[src/rtl/input_port_unit.sv]
// input_port_unit: DEPTH-entry first-word-fall-through FIFO between an external input port and the IN instruction
//   in_valid/in_data/in_ready : push handshake from the external device
//   rd_req                    : IN instruction wants a word this cycle
//   rd_data                   : head word, valid when rd_ack = 1
//   rd_ack / stall            : request serviced / request blocked on an empty FIFO
//   count                     : current occupancy, 0..DEPTH
module input_port_unit #(
  parameter int WIDTH = 16,
  parameter int DEPTH = 4
) (
  input  logic                     clk,
  input  logic                     rst,
  input  logic                     in_valid,
  input  logic [WIDTH-1:0]         in_data,
  output logic                     in_ready,
  input  logic                     rd_req,
  output logic [WIDTH-1:0]         rd_data,
  output logic                     rd_ack,
  output logic                     stall,
  output logic [$clog2(DEPTH):0]   count
);
  localparam int AW = $clog2(DEPTH);
  logic [WIDTH-1:0] mem [DEPTH];
  logic [AW-1:0]    wp, rp;
  logic             push, empty;
  // DEPTH is a power of two, so the count MSB alone flags full
  always_comb begin
    empty    = count == '0;
    in_ready = !count[AW] && !rst;
    rd_ack   = rd_req && !empty;
    stall    = rd_req && empty;
    push     = in_valid && in_ready;
    rd_data  = mem[rp];
  end
  always_ff @(posedge clk or posedge rst)
    if (rst) begin
      wp    <= '0;
      rp    <= '0;
      count <= '0;
    end else begin
      if (push) wp <= wp + AW'(1);
      if (rd_ack) rp <= rp + AW'(1);
      count <= count + (AW+1)'(push) - (AW+1)'(rd_ack);
    end
  always_ff @(posedge clk)
    if (push) mem[wp] <= in_data;
endmodule

[config.mk]
export PLATFORM = sky130hd
export DESIGN_NAME = input_port_unit
export DESIGN_NICKNAME = d
export VERILOG_FILES = /design/src/rtl/input_port_unit.sv
export SDC_FILE = /design/constraint.sdc
export NUM_CORES = 1
export LEC_CHECK = 0
export CORE_ASPECT_RATIO = 0.7
export CORE_UTILIZATION = 62
export CTS_CLUSTER_DIAMETER = 50
export CTS_CLUSTER_SIZE = 14
export DETAILED_ROUTE_END_ITERATION = 10
export DONT_BUFFER_PORTS = 1
export PLACE_DENSITY = 0.78
export SLEW_MARGIN = 20
export SYNTH_ARGS = -nofsm -noshare
export SYNTH_HDL_FRONTEND = slang
export SYNTH_SLANG_ARGS = --single-unit
[constraint.sdc]
create_clock -name clk -period 2.8 [get_ports clk]
set_clock_uncertainty 0.1 [all_clocks]
set_input_delay 0.42 -clock clk [delete_from_list [all_inputs] [get_ports clk]]
set_output_delay 0.42 -clock clk [all_outputs]
set_load 0.01 [all_outputs]
After elaboration in Yosys (flattened, before gate mapping)
Memories as Yosys holds them, arrays and structs flattened.
Index checks and enable logic that the tools add are counted.
Storage, ports and cells
  register bits after elaboration: 7
  bits in latches: 0
  RAM bits: 64
  memory bits (read-only): 0
  output and inout bits: 22
  word-level logic and storage cells: 18
  memories kept: 1
Memory list
  mem: words 4, bits a word 16, rd ports 1, clocked after memory_dff 0, write ports 1, RTL line 23  | logic [WIDTH-1:0] mem [DEPTH];
Operators by class
  add/sub/neg operators: 4
  multipliers: 0
  div/mod/pow operators: 0
  magnitude comparators: 0
  equality and inequality tests: 0
  shift-type cells: 0
  mux-type cells: 2
  bitwise logic cells: 0
  reductions and logical operators: 8
Operators by type and width (number)
  $add A2 B1 Y2 const B: 2
  $logic_and A1 B1 Y1: 4
  $add A3 B1 Y3: 1
  $logic_not A1 Y1: 3
  $logic_not A3 Y1: 1
  $sub A3 B1 Y3: 1
  $mux W1: 2

Longest topological paths before layout
Gate-level depths: netlist of the first run.
  depth after elaboration: 5
  mapped depth: 8
  depth with buffers taken out: 8

Least setup slack after synthesis of the first run
OpenSTA, ideal clock, no wires.
  path type: reg-to-reg
  start: reg count[2]
  end: reg count[2]
  arrival: 2.064 ns
  required time: 2.577 ns
  slack: 0.513 ns
  stages on the path, launching flop included: 9
  path buffers: 0
  period minus slack after synthesis: 2.287 ns
  cells stage by stage: dfrtp_1 -> o31ai_1 -> inv_1 -> ha_1 -> inv_1 -> ha_1 -> fa_1 -> xnor2_1 -> xnor2_1
RTL lines
  from (decl): RTL line 20  | output logic [$clog2(DEPTH):0] count
  from (signal assigned): RTL line 43  | count <= count + (AW+1)'(push) - (AW+1)'(rd_ack);
  $logic_not A3 Y1: RTL line 28  | empty = count == '0;
  $logic_not A1 Y1: RTL line 30  | rd_ack = rd_req && !empty;
  $logic_and A1 B1 Y1: RTL line 30
  net rd_ack: RTL line 18  | output logic rd_ack,
  $sub A3 B1 Y3: RTL line 43
The timed path passes the listed nets, and every way through them passes these cells.
A chain may end at the register's enable or synchronous reset.

Worst setup path in the final report of the first run
Same ends and word-level chain as after synthesis.

==> flow_summary.ini, run 1 <==
[status]
status = complete, no violations

[power_and_ir_drop]
p_leak_nw = 1.06
vdd.ir_drop.worst_v = 0.000671
p_per_area_nw_per_um2 = 958
finalPower_mw = 2.95

[timing]
finalHoldViolCount = 0
final-max-slew-violation-count = 0
fin_setup_tns_ns = 0
relSlewSlack_pct = 47.3
rsz0062_at_grt = false
tightestPinTransition_ns = 0.791
fin_hold_ws_ns = 0.0787
timing.final.crit_share_pct = 87.8
post-route-min-period_ns = 2.46
finalSetupViolCount = 0
fmax_mhz = 407

[floorplanning]
die_w_um = 82.1
start_util_pct = 67.7
core_area_um2 = 4110
dieArea_um2 = 4770
num_io_pins = 42
row_count = 19
chipHeight_um = 58.1

[clock_network]
cts.sinks = 71
clock_latency_ns = 0.33
cts_made_buffers = 9
post_cts_resized = 0
clk_pin_slew_ns = 0.07
clockBufferDepth = 2
root_buffer = clkbuf_8
cts_tree = yes
htree_levels = 3

[routing]
drt_iter0_drc = 97
wl_per_cell_um = 21.8
drc = 0
postRouteAntennaNets = 0
vias_per_cell = 6.02
dr.pass1.iters = 4
vias = 1155
wl_um = 4190

[global_route]
antenna_found_initial = 0
grt_overflow = 0
grt_pass1_vias = 1331
grt_max_degree = 18
grt_pass1_wl_um = 6540
grt_usage_pct = 21.3

[yosys]
synth.ff_latch_count = 71
syn-num-nets = 149
ys_seq_area_share_pct = 75.3
yosys_warnings = 0
yosys.area_share.simple_pct = 2.11
synth.area.mux_share_pct = 14.4
synthCells = 122
syn_area_um2 = 2780
synth_top_family_by_area = multiplexers
synth_xor_area_share_pct = 1.57
ys_types = 18
syn_area_per_cell_um2 = 22.8
synth-compound-area-share_pct = 0.584
synthAdderAreaFrac_pct = 3.42

[layout]
drive_gt1_share_pct = 22.1
fin_util_pct = 74.8
multi_input_area_um2 = 616
seq_area_um2 = 2100
nets = 162
antenna_cells = 0
n_fill_cell = 212
final_cell_mix = 64 x edfxtp_1, 9 x clkbuf_8, 8 x inv_1, 8 x mux4_2, 8 x mux4_1
final_common_cell = edfxtp_1
instances_no_fill = 192
syn2layout_area_growth_pct = 10.5

[worst_setup_path]
startpoint = count[2]$_DFF_PP0_
cp-start-kind = flip-flop
reg2reg_slack_ns = 0.34
path_class = reg -> reg
critPathRequiredTime_ns = 2.92
reg2reg_from = count[2]$_DFF_PP0_
crit_end = count[2]$_DFF_PP0_
r2r-end = count[2]$_DFF_PP0_
arrival_ns = 2.57
critPathMaxFanout = 7
worst_setup_path_end_kind = flip-flop
reg2regPathDepth = 8

[hold_path]
hp-class = in -> reg
hold_start = in_data[7]

[placement]
io_buffers = 0
placedCellCount = 175
dpl.hpwl_um = 2950
gp_congestion = 0.633

[flow_run]
drv_cap = 0
report_power, final:
| group | leakage (nW) | switching [mW] | total, mW | internal [mW] |
|---|---|---|---|---|
| clock network | 0.105 | 0.351 | 0.853 | 0.502 |
| registers | 0.660 | 0.168 | 1.45 | 1.28 |
| logic | 0.297 | 0.318 | 0.642 | 0.324 |
metal layers:
metal  vias to the layer above  GRT usage [%]  part of all wire [%]
met2                        54           32.1                    50
met1                       575           25.4                    40
met5                         -              0                     0
li1                        519              -                     -
met4                         0           9.52                   1.4
met3                         7           11.7                   8.1
metrics by stage:
stage	setup WS [ns]	instance area [um^2]
after global routing	0.159	3080
after CTS	0.317	3080
after floorplan	0.513	2780
after detailed placement	0.328	2850
final	0.343	3080
after global placement	0.461	2850
synth_stat cells, drive strengths merged:
cell type	n	area (um^2)
and2	5	31.3
buf	4	41.3
fa	1	20.0
xnor2	5	43.8
edfxtp	64	1920
ha	6	75.1
nor3	1	5.00
o31ai	1	7.51
mux2	1	11.3
dfrtp	7	175
mux4	16	390
inv	8	30.0
o311ai	1	8.76
nor3b	1	18.8
nor2	1	3.75
critical path, stage by stage, from the launching register on:
cell and delay, ns:
dfrtp_1 0.51, o31ai_1 0.36, inv_1 0.17, ha_1 0.31, inv_1 0.04, ha_1 0.18, fa_1 0.38, xnor2_1 0.14
xnor2_1 0.14
flip-flops by register name, summed over array words and instances (netlist names):
signal  cells
count       3
mem        64
rp          2
wp          2
worst min path at each step:
stage	slack, ns	to	cells after the start
2_1_floorplan	0.12	count[0]$_DFF_PP0_	1
3_3_place_gp	0.15	rp[1]$_DFFE_PP0P_	1
3_5_place_dp	0.17	rp[0]$_DFFE_PP0P_	1
4_1_cts	0.06	mem[2][8]$_DFFE_PP_	0
5_1_grt	0.05	mem[3][7]$_DFFE_PP_	0
6_report	0.08	mem[3][7]$_DFFE_PP_	0
timing repair:
action / CTS / global route
setup buffers: 0 / 0
hold buffers: 1 / 0
hold endpoints to repair: 7 / 0
kinds of logic after synthesis:
group                    Yosys count
AO/OA/AOI/OAI                      2
XOR/XNOR                           5
adder cells (fa/ha/maj)            7
buffers and inverters             12
flip-flops                        71
multiplexers                      17
AND/OR/NAND/NOR                    8
final cells by class:
| class | instances | share of cell area (%) |
|---|---|---|
| sequential | 71 | 68.2 |
| clock buffer | 9 | 4.03 |
| timing repair buffer | 6 | 1.55 |
| clock inverter | 7 | 3.17 |
| tap | 52 | 2.11 |
| inverter | 8 | 0.976 |
| multi-input combinational | 39 | 20.0 |
No activity file was read; power rests on OpenSTA's default activity.
==> run 2: changes to the inputs <==
--- a/config.mk
+++ b/config.mk
@@ -12,7 +12,9 @@
 export DETAILED_ROUTE_END_ITERATION = 10
 export DONT_BUFFER_PORTS = 1
 export PLACE_DENSITY = 0.78
-export SLEW_MARGIN = 20
+export REMOVE_ABC_BUFFERS = 1
+export SLEW_MARGIN = 15
 export SYNTH_ARGS = -nofsm -noshare
 export SYNTH_HDL_FRONTEND = slang
 export SYNTH_SLANG_ARGS = --single-unit
+export TNS_END_PERCENT = 30
==> run 2 against run 1 <==
Compared with the run above: global-route usage shrank 1.6 points; count of clock-buffer cells in the layout rose by 3; hold slack barely moved; sequential power about the same; clock power decreased by 13%; sequential share of layout area is 0.87 points higher; flip-flop and latch count unchanged; critical endpoint unchanged.
==> flow_summary.ini, run 2 (synthesis results as in run 1) <==
[status]
status = complete, no violations

[timing]
relSlewSlack_pct = 49.7
final-max-slew-violation-count = 0
rsz0062_at_grt = false
fin_setup_tns_ns = 0
tightestPinTransition_ns = 0.755
fmax_mhz = 405
finalHoldViolCount = 0
finalSetupViolCount = 0
timing.final.crit_share_pct = 88.2
post-route-min-period_ns = 2.47

[power_and_ir_drop]
p_seq_share_pct = 51.0
vdd.ir_drop.worst_v = 0.000562
power_frac_clock_pct = 26.4
switching_share_pct = 28.5
pwr-share-comb_pct = 22.6
p_per_area_nw_per_um2 = 927
switching_power_mw = 0.802
intPower_mw = 2.01
p_leak_nw = 1.05
finalPower_mw = 2.82

[global_route]
grt_usage_pct = 19.7
antenna_found_initial = 0
grt_pass1_vias = 1182
grt_max_degree = 18
grt_pass1_wl_um = 6000
grt_overflow = 0

[clock_network]
clk_pin_slew_ns = 0.07
htree_levels = 3
post_cts_resized = 0
cts_made_buffers = 9
root_buffer = clkbuf_8
cts_tree = yes
clockBufferDepth = 2
ctsHoldBuffers = 1
post-cts-setup-buffers = 0
cts.sinks = 71
clock_latency_ns = 0.33

[layout]
syn2layout_area_growth_pct = 9.12
nets = 162
antenna_cells = 0
largest_reg_flops = 64
top_regs = mem: 64 flops, count: 3 flops
stdcell_area_um2 = 3040
drive_gt1_share_pct = 20.0
final_common_cell = edfxtp_1
regMostFlops = mem
final_cell_mix = 64 x edfxtp_1, 9 x clkbuf_8, 8 x inv_1, 8 x mux4_2, 8 x mux4_1

[worst_setup_path]
path_class = reg -> reg
path_cells = o31ai_1 > inv_1 > ha_1 > inv_1 > ha_1 > fa_1 > xnor2_1 > xnor2_1
critPathMaxFanout = 7
slowest_stage = dfrtp_1
cpPeakStageDelay_ns = 0.51
critPathRequiredTime_ns = 2.91
crit_family = adder cells
path_buf_inv = 2
arrival_ns = 2.58
worst_setup_path_end_kind = flip-flop
cp-start-kind = flip-flop

[floorplanning]
chipHeight_um = 58.1
num_io_pins = 42
dieArea_um2 = 4770
start_util_pct = 67.7
row_count = 19
core_area_um2 = 4110
die_w_um = 82.1

[placement]
placed_area_um2 = 2850
gp_congestion = 0.684
io_buffers = 0
dpl.hpwl_um = 2640

[routing]
wl_per_cell_um = 20.7
postRouteAntennaNets = 0
drc = 0
drt_iter0_drc = 29
dr.pass1.iters = 4
vias_per_cell = 6.01
vias = 1153
wl_um = 3980

[hold_path]
hp-class = in -> reg

[flow_run]
drv_cap = 0
## run 2: cell count changes in the layout (fill, tap and decap cells not counted)
cell        previous run  this run
bufinv_16              2         1
clkinv_4               2         0
clkbuf_1               0         3
clkinvlp_4             2         1
clkinv_2               1         2
## run 2: layout make-up
| cell class | count | area (um^2) |
|---|---|---|
| flip-flops and latches | 71 | 2100 |
| multi-input cells | 39 | 616 |
| repair buffers | 6 | 47.5 |
| clock buffers | 12 | 135 |
| inverters | 8 | 30.0 |
| fillers | 232 | 1070 |
| well taps | 52 | 65.1 |
| clock inverters | 4 | 47.5 |
## run 2: final timing paths
kind	from	end	slack (ns)	cells after the start
max reg2reg	count[2]$_DFF_PP0_	count[2]$_DFF_PP0_	0.33	8
min in group asynchronous	rst	count[2]$_DFF_PP0_	0.38	2
min reg2reg	wp[1]$_DFFE_PP0P_	wp[1]$_DFFE_PP0P_	0.48	1
max	count[2]$_DFF_PP0_	count[2]$_DFF_PP0_	0.33	8
min	in_data[14]	mem[1][14]$_DFFE_PP_	0.08	0
max in group asynchronous	rst	rp[1]$_DFFE_PP0P_	1.99	2
## run 2: power groups by stage
stage	clock [mW]	sequential, mW	combinational (mW)
6_report	0.744	1.44	0.635
5_1_grt	0.803	1.46	0.699
4_1_cts	0.756	1.44	0.651
3_3_place_gp	0	1.45	0.622
3_5_place_dp	0	1.46	0.646
2_1_floorplan	0	1.45	0.492
## run 2: stage by stage
stage	hold WS (ns)	setup slack (ns)	utilization [%]	instances
after floorplan	0.123	0.513	-	118
after global placement	0.153	0.443	69.2	175
after detailed placement	0.165	0.345	69.2	175
after CTS	0.0642	0.294	73.9	192
after global routing	0.0498	0.165	73.9	192
final	0.0790	0.331	73.9	192
## run 2: per-layer routing
layer / global-route usage, % / part of all wire, % / vias up / routed length (um)
li1: - / - / 520 / -
met1: 22.9 / 41 / 595 / 1620
met3: 11.3 / 8.2 / 6 / 326
met2: 30.0 / 50 / 32 / 1990
met4: 8.77 / 0.98 / 0 / 39
met5: 0 / 0 / - / 0
==> run 3: changes to the inputs <==
--- a/config.mk
+++ b/config.mk
@@ -13,6 +13,7 @@
 export DONT_BUFFER_PORTS = 1
 export PLACE_DENSITY = 0.78
 export REMOVE_ABC_BUFFERS = 1
+export SETUP_SLACK_MARGIN = 0.4
 export SLEW_MARGIN = 15
 export SYNTH_ARGS = -nofsm -noshare
 export SYNTH_HDL_FRONTEND = slang
==> run 3 against run 2 <==
Compared with the run above: count of clock-buffer cells in the layout did not move; clock power barely moved; hold slack barely moved; critical path depth did not move; maximum frequency rose by 7.5%; design area rose by 0.95%; sequential share of layout area fell by 0.53 points; final cell count rose by 0.52%; utilization rose by 0.70 points; global-route usage barely moved; worst setup slack improved by 0.17 ns; register-to-register slack improved by 0.17 ns.
==> flow_summary.ini, run 3 (synthesis results as in run 1) <==
[status]
status = complete, no violations

[placement]
dpl.hpwl_um = 2640
placedCellCount = 175
placed_area_um2 = 2850
io_buffers = 0
gp_congestion = 0.684

[timing]
rsz0062_at_grt = true
fmax_mhz = 435
finalSetupViolCount = 0
relSlewSlack_pct = 49.7
tightestPinTransition_ns = 0.755
timing.final.crit_share_pct = 82.0
post-route-min-period_ns = 2.30
final-max-slew-violation-count = 0
finalHoldViolCount = 0
fin_setup_tns_ns = 0

[power_and_ir_drop]
p_per_area_nw_per_um2 = 928
vdd.ir_drop.worst_v = 0.000562
p_leak_nw = 1.05
intPower_mw = 2.03
power_frac_clock_pct = 26.1
pwr-share-comb_pct = 22.8
switching_power_mw = 0.816
finalPower_mw = 2.85
p_seq_share_pct = 51.1
switching_share_pct = 28.7

[global_route]
grt_pass1_vias = 1178
busiest_layer = met2
use_met1_pct = 23.0
grt_usage_pct = 19.8
grt_max_degree = 18
grt_overflow = 0
grt_use_met3_pct = 11.3
grt_pass1_wl_um = 6020
grtUsageMet2_pct = 30.0
antenna_found_initial = 0

[layout]
final_cell_mix = 64 x edfxtp_1, 9 x clkbuf_8, 8 x inv_1, 8 x mux4_2, 8 x mux4_1
stdcell_area_um2 = 3070
final_common_cell = edfxtp_1
regMostFlops = mem
antenna_cells = 0
syn2layout_area_growth_pct = 10.2
fin_util_pct = 74.6
top_regs = mem: 64 flops, count: 3 flops
seq_area_um2 = 2100
drive_gt1_share_pct = 23.4
n_fill_cell = 222
instances_no_fill = 193
multi_input_area_um2 = 629
largest_reg_flops = 64
nets = 163

[flow_run]
drv_cap = 0

[routing]
vias_per_cell = 5.95
postRouteAntennaNets = 0
drc = 0
vias = 1149
wl_um = 3980
wl_per_cell_um = 20.6
dr.pass1.iters = 4
drt_iter0_drc = 15

[worst_setup_path]
arrival_ns = 2.44
reg2regPathDepth = 8
critPathMaxFanout = 5
reg2reg_slack_ns = 0.50
path_class = reg -> reg
cp-start-kind = flip-flop
worst_setup_path_end_kind = flip-flop
critPathRequiredTime_ns = 2.94

[hold_path]
hp-class = in -> reg
hold_depth = 0

[floorplanning]
chipHeight_um = 58.1
die_w_um = 82.1
core_area_um2 = 4110
num_io_pins = 42
row_count = 19
start_util_pct = 67.7
dieArea_um2 = 4770

[clock_network]
clk_pin_slew_ns = 0.07
cts_made_buffers = 9
clockBufferDepth = 2
clock_latency_ns = 0.33
htree_levels = 3
root_buffer = clkbuf_8
cts.sinks = 71
cts_tree = yes
run 3: per-layer routing:
metal	part of all wire, %	vias up	wire length (um)
met5	0	-	0
met4	1.1	0	42
met3	8.4	6	334
met2	51	33	2020
met1	40	590	1580
li1	-	520	-
run 3: timing repair:
item / in CTS / in global routing
endpoints found under the setup margin: 8 / 5
buffers inserted: 0 / 1
cloned: 0 / 0
resized for setup: 2 / 4
hold endpoints to repair: 7 / 0
hold buffers: 1 / 0
pin swaps: 0 / 1
run 3: area by class of cell:
cell class                      instances  share of cell area (%)
Sequential cell                        71                    68.5
Multi-Input combinational cell         39                    20.5
Clock buffer                           12                    4.41
Tap cell                               52                    2.12
Timing Repair Buffer                    7                    1.92
Clock inverter                          4                    1.55
Inverter                                8                   0.979
run 3: power groups by stage:
stage | clock network [mW] | logic, mW | registers (mW)
after floorplan | 0 | 0.492 | 1.45
after global placement | 0 | 0.622 | 1.45
after detailed placement | 0 | 0.646 | 1.46
after CTS | 0.756 | 0.657 | 1.45
after global routing | 0.803 | 0.714 | 1.47
final | 0.743 | 0.650 | 1.45
run 3: final timing paths:
path | from | to
max | count[0]$_DFF_PP0_ | count[2]$_DFF_PP0_
min | in_data[14] | mem[1][14]$_DFFE_PP_
max reg2reg | count[0]$_DFF_PP0_ | count[2]$_DFF_PP0_
min reg2reg | wp[1]$_DFFE_PP0P_ | wp[1]$_DFFE_PP0P_
max in group asynchronous | rst | rp[0]$_DFFE_PP0P_
min in group asynchronous | rst | count[0]$_DFF_PP0_
run 3: metrics by stage:
stage | hold WS (ns) | worst slack (ns)
finish | 0.0790 | 0.503
global route | 0.0498 | 0.385
CTS | 0.0642 | 0.386
detailed placement | 0.165 | 0.345
global placement | 0.153 | 0.443
floorplan | 0.123 | 0.513
run 3: critical path, stage by stage, from the launching register on:
cell	delay, ns
dfrtp_1	0.47
o31ai_4	0.28
inv_1	0.13
ha_1	0.30
inv_1	0.04
ha_1	0.18
fa_1	0.38
xnor2_1	0.17
xnor2_1	0.15
